### config.mk
export PLATFORM = sky130hd
export DESIGN_NAME = raster_gen
export DESIGN_NICKNAME = d
export VERILOG_FILES = /design/src/rtl/raster_gen_pkg.sv /design/src/rtl/raster_timing.sv /design/src/rtl/raster_gen.sv
export SDC_FILE = /design/constraint.sdc
export NUM_CORES = 1
export LEC_CHECK = 0
export ABC_AREA = 0
export CORE_UTILIZATION = 50
export CTS_CLUSTER_DIAMETER = 80
export CTS_CLUSTER_SIZE = 12
export DETAILED_ROUTE_END_ITERATION = 7
export GPL_ROUTABILITY_DRIVEN = 0
export HOLD_SLACK_MARGIN = 0.05
export PLACE_DENSITY = 0.72
export SLEW_MARGIN = 10
export SYNTH_ARGS = -nofsm -noshare
export SYNTH_HDL_FRONTEND = slang
export SYNTH_SLANG_ARGS = --single-unit
### constraint.sdc
create_clock -name clk -period 6.1 [get_ports clk]
set_input_delay 1.525 -clock clk [delete_from_list [all_inputs] [get_ports clk]]
set_output_delay 1.525 -clock clk [all_outputs]
set_load 0.02 [all_outputs]
### src/rtl/raster_gen_pkg.sv
// raster_pkg: shared types for the raster pixel source.
// It holds the frame-sequencer state encoding and the pattern select codes.
package raster_pkg;

  // Frame sequencer states. The ST_ prefix keeps them apart from the
  // HBLANK/VBLANK parameter names.
  typedef enum logic [1:0] {
    ST_IDLE   = 2'd0,
    ST_ACTIVE = 2'd1,
    ST_HBLANK = 2'd2,
    ST_VBLANK = 2'd3
  } state_t;

  localparam logic [1:0] PAT_RAMP  = 2'd0;
  localparam logic [1:0] PAT_HGRAD = 2'd1;
  localparam logic [1:0] PAT_CHECK = 2'd2;
  localparam logic [1:0] PAT_CONST = 2'd3;

endpackage

### src/rtl/raster_timing.sv
// raster_timing: frame sequencer with the h/v/blank counters.
// All outputs describe the cycle that follows the next clock edge. They come
// from the next-state logic, so the parent can register its pixel outputs and
// still show pixel (0,0) one cycle after en is sampled.
module raster_timing import raster_pkg::*; #(
  parameter int LINE_WIDTH = 640,
  parameter int LINE_COUNT = 480,
  parameter int HBLANK     = 16,
  parameter int VBLANK     = 2
) (
  input  logic                          clk,
  input  logic                          rst,
  input  logic                          en,
  output logic [$clog2(LINE_WIDTH)-1:0] h_nxt,
  output logic [$clog2(LINE_COUNT)-1:0] v_nxt,
  output logic                          act_nxt,
  output logic                          sof_nxt,
  output logic                          eol_nxt,
  output logic                          eof_nxt,
  output logic                          busy_nxt
);

  localparam int HW     = $clog2(LINE_WIDTH);
  localparam int VW     = $clog2(LINE_COUNT);
  localparam int LP     = LINE_WIDTH + HBLANK;
  localparam int VB_CYC = VBLANK * LP;
  localparam int BW     = $clog2(VB_CYC + HBLANK + 2);

  localparam logic [HW-1:0] H_LAST  = HW'(LINE_WIDTH - 1);
  localparam logic [VW-1:0] V_LAST  = VW'(LINE_COUNT - 1);
  localparam logic [BW-1:0] HB_LAST = BW'((HBLANK > 0) ? HBLANK - 1 : 0);
  localparam logic [BW-1:0] VB_LAST = BW'((VB_CYC > 0) ? VB_CYC - 1 : 0);

  state_t        state, state_n;
  logic [HW-1:0] h, h_n;
  logic [VW-1:0] v, v_n;
  logic [BW-1:0] bcnt, bcnt_n;
  logic          wrap;

  // State and counter registers; reset always lands in IDLE.
  always_ff @(posedge clk or posedge rst) begin
    if (rst) begin
      state <= ST_IDLE;
      h     <= '0;
      v     <= '0;
      bcnt  <= '0;
    end else begin
      state <= state_n;
      h     <= h_n;
      v     <= v_n;
      bcnt  <= bcnt_n;
    end
  end

  // Next-state logic. wrap marks the end of a frame, where en picks between
  // an immediate new frame and IDLE.
  always_comb begin
    state_n = state;
    h_n     = h;
    v_n     = v;
    bcnt_n  = bcnt;
    wrap    = 1'b0;
    case (state)
      ST_IDLE: begin
        if (en) begin
          state_n = ST_ACTIVE;
          h_n     = '0;
          v_n     = '0;
        end
      end
      ST_ACTIVE: begin
        if (h == H_LAST) begin
          h_n = '0;
          if (HBLANK > 0) begin
            state_n = ST_HBLANK;
            bcnt_n  = '0;
          end else if (v != V_LAST) begin
            v_n = v + 1'b1;
          end else if (VBLANK > 0) begin
            state_n = ST_VBLANK;
            bcnt_n  = '0;
          end else begin
            wrap = 1'b1;
          end
        end else begin
          h_n = h + 1'b1;
        end
      end
      ST_HBLANK: begin
        if (bcnt == HB_LAST) begin
          if (v != V_LAST) begin
            state_n = ST_ACTIVE;
            h_n     = '0;
            v_n     = v + 1'b1;
          end else if (VBLANK > 0) begin
            state_n = ST_VBLANK;
            bcnt_n  = '0;
          end else begin
            wrap = 1'b1;
          end
        end else begin
          bcnt_n = bcnt + 1'b1;
        end
      end
      default: begin
        if (bcnt == VB_LAST) wrap = 1'b1;
        else                 bcnt_n = bcnt + 1'b1;
      end
    endcase
    if (wrap) begin
      state_n = en ? ST_ACTIVE : ST_IDLE;
      h_n     = '0;
      v_n     = '0;
      bcnt_n  = '0;
    end
  end

  // Strobes for the upcoming cycle.
  always_comb begin
    h_nxt    = h_n;
    v_nxt    = v_n;
    act_nxt  = (state_n == ST_ACTIVE);
    sof_nxt  = act_nxt && (h_n == '0) && (v_n == '0);
    eol_nxt  = act_nxt && (h_n == H_LAST);
    eof_nxt  = eol_nxt && (v_n == V_LAST);
    busy_nxt = (state_n != ST_IDLE);
  end

endmodule

### src/rtl/raster_gen.sv
// raster_gen: free-running raster pixel source with blanking and markers.
// It latches the pattern at frame start, computes the pixel and registers all
// outputs.
// Optional macro RASTER_GEN_BORDER_EN forces the outer frame border pixels to
// all-ones, for every pattern.
module raster_gen import raster_pkg::*; #(
  parameter int LINE_WIDTH = 640,
  parameter int LINE_COUNT = 480,
  parameter int DATA_WIDTH = 8,
  parameter int HBLANK     = 16,
  parameter int VBLANK     = 2
) (
  input  logic                  clk,
  input  logic                  rst,
  input  logic                  en,
  input  logic [1:0]            pattern,
  input  logic [DATA_WIDTH-1:0] const_val,
  output logic [DATA_WIDTH-1:0] data_out,
  output logic                  data_valid,
  output logic                  sof,
  output logic                  eol,
  output logic                  eof,
  output logic                  busy
);

  localparam int HW = $clog2(LINE_WIDTH);
  localparam int VW = $clog2(LINE_COUNT);
  localparam int PW = $clog2(LINE_WIDTH * LINE_COUNT) + 1;
  // The ramp is summed at full frame-index width, then truncated.
  localparam int RW = (PW > DATA_WIDTH) ? PW : DATA_WIDTH;

  logic [HW-1:0]         h_nxt;
  logic [VW-1:0]         v_nxt;
  logic                  act_nxt, sof_nxt, eol_nxt, eof_nxt, busy_nxt;
  logic [1:0]            pat_q, pat_eff;
  logic [DATA_WIDTH-1:0] cv_q, cv_eff, pix;
  logic                  chk_bit;

  raster_timing #(
    .LINE_WIDTH (LINE_WIDTH),
    .LINE_COUNT (LINE_COUNT),
    .HBLANK     (HBLANK),
    .VBLANK     (VBLANK)
  ) u_timing (
    .clk      (clk),
    .rst      (rst),
    .en       (en),
    .h_nxt    (h_nxt),
    .v_nxt    (v_nxt),
    .act_nxt  (act_nxt),
    .sof_nxt  (sof_nxt),
    .eol_nxt  (eol_nxt),
    .eof_nxt  (eof_nxt),
    .busy_nxt (busy_nxt)
  );

  // Pixel (0,0) is produced on the same edge that latches the pattern, so it
  // takes the live inputs. Later pixels use the latched copy.
  always_comb begin
    pat_eff = sof_nxt ? pattern   : pat_q;
    cv_eff  = sof_nxt ? const_val : cv_q;
    // Bit 3 of h and v; a counter narrower than 4 bits always reads 0 here.
    chk_bit = (|(h_nxt & HW'(8))) ^ (|(v_nxt & VW'(8)));
    case (pat_eff)
      PAT_RAMP:  pix = DATA_WIDTH'(RW'(h_nxt) + RW'(v_nxt) * RW'(LINE_WIDTH));
      PAT_HGRAD: pix = DATA_WIDTH'(h_nxt);
      PAT_CHECK: pix = chk_bit ? '1 : '0;
      default:   pix = cv_eff;
    endcase
`ifdef RASTER_GEN_BORDER_EN
    if (h_nxt == '0 || h_nxt == HW'(LINE_WIDTH - 1) ||
        v_nxt == '0 || v_nxt == VW'(LINE_COUNT - 1))
      pix = '1;
`endif
  end

  // Output and pattern-latch registers; data_out is 0 outside active pixels.
  always_ff @(posedge clk or posedge rst) begin
    if (rst) begin
      data_out   <= '0;
      data_valid <= 1'b0;
      sof        <= 1'b0;
      eol        <= 1'b0;
      eof        <= 1'b0;
      busy       <= 1'b0;
      pat_q      <= PAT_RAMP;
      cv_q       <= '0;
    end else begin
      data_out   <= act_nxt ? pix : '0;
      data_valid <= act_nxt;
      sof        <= sof_nxt;
      eol        <= eol_nxt;
      eof        <= eof_nxt;
      busy       <= busy_nxt;
      if (sof_nxt) begin
        pat_q <= pattern;
        cv_q  <= const_val;
      end
    end
  end

endmodule
==> reports/metrics.cfg <==
[outcome]
status = completed

[sta]
clock_skew_ps = 11.8
tns_ps = 0
hold_viol = 0
min_period_ps = 4840
rsz0062_at_grt = false
timing.fmax_ghz = 0.207
setup_viol = 0
max_slew_margin = 0.415
slew_viol_final = 0
fin_crit_sh = 0.793
whs_ps = 514
tightest_slew_ps = 855

[setup_path]
start_kind = input port
rr_endpoint = cv_q[7]
arrival_ps = 5040
endpoint_kind = flip-flop
required_ps = 6300
cp_max_fo = 11
reg2reg_from = u_timing.state[0]
crit_path_top_delay_cell = clkdlybuf4s50_1
r2r_cells = 10
path_cells = clkdlybuf4s50_1 > nor2b_1 > o41ai_1 > a31oi_1 > a311oi_1 > a22oi_2 > a311o_1 > or3_1 > nor2_4 > mux2_2
path_class = in2reg
rrSetupSlack_ps = 2060
slowest_delay_ps = 610

[pwr]
leakage_nw = 1.59
swShare = 0.418
internal-power_mw = 0.818
clockPowerShare = 0.140
p_comb_frac = 0.487
power_density_nw_per_um2 = 374
worst_ir_drop_vdd_uv = 223
power.switching_mw = 0.589
p_seq_frac = 0.373

[routing]
drt_iter0_drc = 279
wire_per_inst_um = 16.8
final_antenna_net_count = 0
drc = 0
vias = 3107
drt-vias-per-instance = 6.38
drt_wl_total_um = 8170
first_pass_iters = 6

[finish]
multi_input_area_um2 = 1880
syn2layout_area_growth_pct = 10.8
diodes = 0
fillers = 594
fin_cells = 487
drive_gt1_frac = 0.0878
finalNetCount = 430
seqCellArea_um2 = 1380

[synth]
synth_edf_count = 0
synth_area_um2 = 3390
synthCells = 391
syn_avg_cell_area_um2 = 8.68
ys_types = 65
yosysMostFrequentCell = dfrtp_1
yosysTopAreaCellShare = 0.406
muxShareOfSynthArea = 0.0476
synth_top_flop_cell = dfrtp_1
syn_nets = 412
synth_top_family_by_area = simple AND/OR/NAND/NOR gates
yosys_warnings = 0
synthSimpleGateAreaFrac = 0.271
synth_top_area_cell = dfrtp_1
synth-adder-area-share = 0.0295
async_reset_ff_frac = 1.00
synth-seq-cells = 55
synth_xor_area_frac = 0.00516
synth_commonest_cells = dfrtp_1 (55), o21ai_0 (46), nand2_1 (45), nor2_1 (36), nand3_1 (22)
yosysSeqAreaShare = 0.406
synth-compound-area-share = 0.200
synthTopCellsByArea = dfrtp_1 (41%), o21ai_0 (6.8%), nand2_1 (5.0%), nor2_1 (4.0%), mux2_4 (3.5%)

[cts]
clock_latency_ps = 310
clkSlewWorstSetupHoldPaths_ps = 90
htree_levels = 2
cts.repair.resized = 0
ctsHoldBuffers = 0
clk_path_buf_depth = 2
cts_root_buf = clkbuf_8
cts_sinks = 55
cts_inserted_buffers = 5
cts_setup_buffers = 0
cts_tree = yes

[flow_run]
maxCapViolations = 0

[worst_hold_path]
hold_depth = 1
hp-start = cv_q[4]
holdPathEnd = cv_q[4]
hold_class = reg2reg

[placed_design]
dp_cells = 479
portBuffers = 25
place_hpwl_um = 5770

[floorplanning]
start_util = 0.525
rows = 29
coreArea_um2 = 6460
dieWidth_um = 84.4
dieArea_um2 = 7120
die_h_um = 84.4
ioPinCount = 26

[global_route]
antenna_found_initial = 0
grt_max_degree = 56
grt_overflow_total = 0
grt_pass1_wl_um = 13600
grt_usage = 0.239
grt_pass1_vias = 2810

[worst max-delay path, delay by kind of cell]
family / cells / cell delay, ps
simple gates: 3 / 1070
compound gates: 5 / 1450
mux: 1 / 380
buf+inv: 1 / 610
[worst max path at each step]
stage / from / end / slack, ps / depth (start not counted)
after floorplan: en / cv_q[0] / 2130 / 11
after global placement: en / cv_q[7] / 1160 / 10
after detailed placement: en / cv_q[7] / 1020 / 10
after CTS: en / cv_q[7] / 1340 / 10
after global routing: en / cv_q[7] / 1150 / 10
final: en / cv_q[7] / 1260 / 10
[cell type report]
type	count	share of cell area
well taps	77	0.0256
repair buffers	27	0.0705
inverters	16	0.0160
clock buffers	6	0.0193
clock inverters	2	0.00333
flip-flops and latches	55	0.366
multi-input cells	304	0.499
[cell usage in the layout, fill, tap and decap left out, types with 4 or more instances in the layout]
cell / n
dfrtp_1: 55
o21ai_0: 46
nand2_1: 45
nor2_1: 36
clkdlybuf4s50_1: 25
nand3_1: 22
a21oi_1: 15
inv_1: 14
nand4_1: 12
a31oi_1: 12
and3_1: 10
mux2_4: 8
ha_1: 8
nor4_1: 7
or2_2: 6
nor3_1: 5
clkbuf_8: 5
a211oi_1: 4
a21o_1: 4
[flip-flops by register name, indices dropped and copies added (netlist names)]
register / flops
eof: 1
data_out: 8
cv_q: 8
u_timing.h: 10
sof: 1
u_timing.bcnt: 11
u_timing.v: 9
data_valid: 1
u_timing.state: 2
eol: 1
busy: 1
pat_q: 2
[logic make-up (layout without fill, tap and decap cells)]
| family | Yosys count | after routing |
|---|---|---|
| xor gates and xnor gates | 2 | 2 |
| buffers and inverters | 32 | 51 |
| muxes | 12 | 12 |
| and+or+nand+nor | 174 | 174 |
| DFF | 55 | 55 |
| adders and majority gates | 8 | 8 |
| AOI/OAI and AO/OA | 108 | 108 |
[power groups by stage]
stage	registers [mW]	clock network [mW]	logic [mW]
floorplan	0.551	0	0.480
global placement	0.529	0	0.655
detailed placement	0.532	0	0.670
CTS	0.524	0.205	0.676
global route	0.538	0.218	0.743
finish	0.525	0.197	0.685
[per-layer routing]
metal	GRT usage	share of wire
met5	0	0
met3	0.0324	0.061
met2	0.371	0.46
met1	0.351	0.47
met4	0.0678	0.012
[stage by stage]
| step | utilization | cell area, um2 | power, mW | worst slack, ps |
|---|---|---|---|---|
| after floorplan | - | 3390 | 1.03 | 2130 |
| after global placement | 0.569 | 3670 | 1.18 | 1160 |
| after detailed placement | 0.569 | 3670 | 1.20 | 1020 |
| after CTS | 0.582 | 3760 | 1.40 | 1340 |
| after global routing | 0.582 | 3760 | 1.50 | 1150 |
| final | 0.582 | 3760 | 1.41 | 1260 |
Note: power is estimated with default switching activity, not from simulation.
==> edit: new RTL, same settings <==
Register the inputs `en`, `pattern` and `const_val` before use. The logic sees them one clock later. Comments in the files are not updated.
--- a/src/rtl/raster_gen.sv
+++ b/src/rtl/raster_gen.sv
@@ -29,6 +29,16 @@
   // The ramp is summed at full frame-index width, then truncated.
   localparam int RW = (PW > DATA_WIDTH) ? PW : DATA_WIDTH;
 
+  logic en_q;
+  logic [1:0] pattern_q;
+  logic [DATA_WIDTH-1:0] const_val_q;
+
+  always_ff @(posedge clk) begin
+    en_q        <= en;
+    pattern_q   <= pattern;
+    const_val_q <= const_val;
+  end
+
   logic [HW-1:0]         h_nxt;
   logic [VW-1:0]         v_nxt;
   logic                  act_nxt, sof_nxt, eol_nxt, eof_nxt, busy_nxt;
@@ -44,7 +54,7 @@
   ) u_timing (
     .clk      (clk),
     .rst      (rst),
-    .en       (en),
+    .en       (en_q),
     .h_nxt    (h_nxt),
     .v_nxt    (v_nxt),
     .act_nxt  (act_nxt),
@@ -57,8 +67,8 @@
   // Pixel (0,0) is produced on the same edge that latches the pattern, so it
   // takes the live inputs. Later pixels use the latched copy.
   always_comb begin
-    pat_eff = sof_nxt ? pattern   : pat_q;
-    cv_eff  = sof_nxt ? const_val : cv_q;
+    pat_eff = sof_nxt ? pattern_q : pat_q;
+    cv_eff  = sof_nxt ? const_val_q : cv_q;
     // Bit 3 of h and v; a counter narrower than 4 bits always reads 0 here.
     chk_bit = (|(h_nxt & HW'(8))) ^ (|(v_nxt & VW'(8)));
     case (pat_eff)
@@ -93,8 +103,8 @@
       eof        <= eof_nxt;
       busy       <= busy_nxt;
       if (sof_nxt) begin
-        pat_q <= pattern;
-        cv_q  <= const_val;
+        pat_q <= pattern_q;
+        cv_q  <= const_val_q;
       end
     end
   end
Formal check against the unedited RTL: not equivalent (Yosys sat finds a counterexample within 4 cycles, from zero or initial values and one cycle with rst high).
==> edit against the original RTL <==
Non-clock buffer count grew 2; final cell count is 6.4% higher; clock skew decreased by 2.9 ps; cell area rose by 11%; wire length rose by 8.8%; sequential share of layout area is 1.5 points higher; first-iteration DRC count up 11%; hold slack got worse by 22 ps; total power rose by 16%; register-to-register slack worse by 30 ps; global-route usage is 1.5 points higher; synthesized area up 7.7%; worst setup slack better by 770 ps; sequential cell count rose by 11.
==> edit: results (changes against the original RTL) <==
[setup_path]
r2r-start = u_timing.bcnt[5]  ; was u_timing.state[0]
r2r-end = data_out[7]  ; was cv_q[7]
r2r_cells = 10  ; unchanged
cp_max_fo = 27  ; was 11
r2r_slack_ps = 2030  ; was 2060 ps

[pwr]
p_leak_nw = 1.73  ; was 1.59 nW
irDropWorstVdd_mv = 0.225  ; was 0.223 mV

[global_route]
grt_max_degree = 56  ; unchanged
grt_antenna_before_repair = 0  ; unchanged
grtUsageTotal_pct = 25.4  ; was 23.9%
grt_pass1_wl_um = 14800  ; was 13600 um
grt_pass1_vias = 2964  ; was 2810

[synthesis]
synth_nets = 414  ; was 412
synth_warnings = 0  ; unchanged
yosysUniqueCellTypes = 59  ; was 65
netlist_top_cells_area = dfrtp_1 38%, dfxtp_1 6.0%, o21ai_0 3.8%  ; was dfrtp_1 41%, o21ai_0 6.8%, nand2_1 5.0%
synthTopCellsByCount = 55 x dfrtp_1, 29 x nand2_1, 28 x nor2_1, 28 x o21ai_0, 26 x nor3_1  ; was 55 x dfrtp_1, 46 x o21ai_0, 45 x nand2_1, 36 x nor2_1, 22 x nand3_1
synth-edff-count = 0  ; unchanged
avgSynthCellArea_um2 = 9.30  ; was 8.68 um^2
synth-async-reset-ratio_pct = 83.3  ; was 100%
synth_seq_area_share_pct = 43.7  ; was 40.6%

[layout]
reg_top3 = u_timing.bcnt: 11 flops, u_timing.h: 10 flops, u_timing.v: 9 flops  ; unchanged
drive_gt1_share_pct = 11.6  ; was 8.78%
fin_nets = 438  ; was 430
fill_cells = 621  ; was 594
n_antenna_cell = 0  ; unchanged

[sta]
skew_ps = 8.90  ; was 11.8 ps
fin_tns_setup_ps = 0  ; unchanged
worstMarginPinSlew_ps = 1060  ; was 855 ps

[clock_network]
path_clk_slew_ps = 70  ; was 90 ps
max-clock-path-buffers = 2  ; unchanged
cts-htree-levels = 3  ; was 2
cts_made_buffers = 9  ; was 5
clk_latency_ps = 350  ; was 310 ps
postCtsSetupBuffers = 0  ; unchanged
cts-root-buf = clkbuf_8  ; unchanged
cts_resized = 0  ; unchanged

[route]
viasPerCell = 6.12  ; was 6.38
route.vias.total = 3169  ; was 3107
firstDrtPassIters = 5  ; was 6
drtIter0Drc = 309  ; was 279
routed_wl_um = 8890  ; was 8170 um

[min_path]
whs_path_depth = 1  ; unchanged
min_path_type = register to register  ; unchanged
hp-start = const_val_q[7]  ; was cv_q[4]
min_to = cv_q[7]  ; was cv_q[4]

[place]
dp_hpwl_um = 6170  ; was 5770 um
dp_cells = 502  ; was 479
port_buffers = 25  ; unchanged

[outcome]
status = finished clean  ; unchanged

edit: changes by cell type in the layout (fill, tap and decap cells not counted), sizes merged, moves of 7 or more:
cell,before,now
a21oi,15,25
and2,3,10
dfxtp,0,11
nand2,45,29
nor2,37,28
nor3,6,28
o21ai,47,29
edit: kinds of logic after synthesis:
family,after synthesis,synth area share [%]
compound gates,107,20.1
xor+xnor,4,0.959
fa+ha+maj,8,2.74
buf+inv,32,3.84
flops,66,43.7
mux,15,4.83
simple gates,161,23.8
edit: cell type report:
cell class | count | area, um^2 | share of cell area [%]
Tap cell | 96 | 120 | 2.87
Clock buffer | 12 | 155 | 3.71
Inverter | 16 | 60.1 | 1.43
Timing Repair Buffer | 29 | 280 | 6.70
Clock inverter | 4 | 51.3 | 1.23
Sequential cell | 66 | 1600 | 38.1
Multi-Input combinational cell | 295 | 1920 | 45.9
edit: worst max path at each step:
stage	start	end	slack [ps]	cells after the start
floorplan	u_timing.bcnt[5]	cv_q[4]	3010	11
global placement	u_timing.bcnt[5]	cv_q[5]	2160	9
detailed placement	u_timing.bcnt[5]	data_out[7]	2040	10
CTS	u_timing.bcnt[5]	data_out[7]	2040	10
global route	u_timing.bcnt[5]	data_out[7]	1710	10
finish	u_timing.bcnt[5]	data_out[7]	2030	10
edit: power breakdown:
group	leakage, nW	internal [mW]	switching, mW
registers	0.819	0.524	0.0805
logic	0.804	0.297	0.342
clock network	0.103	0.211	0.172
edit: metal layers:
metal	track usage, %	wire [um]
met3	6.07	423
met4	7.60	106
met5	0	0
met1	33.1	3960
met2	41.8	4400
edit: critical path, cell delays in order, from the launching register on:
cell and delay, ps:
dfrtp_1 420, or4_1 680, nor3_2 820, buf_4 300, nor4b_1 70, a311oi_2 340, inv_1 140, nor4_4 340
nand4_4 410, a211oi_1 310, a211oi_1 90
edit: stage by stage:
stage / instance area, um^2 / setup WS [ps] / hold WS [ps]
detailed placement: 3980 / 2040 / 479
finish: 4190 / 2030 / 492
global route: 4190 / 1710 / 517
floorplan: 3650 / 3010 / 464
global placement: 3980 / 2160 / 472
CTS: 4190 / 2040 / 495
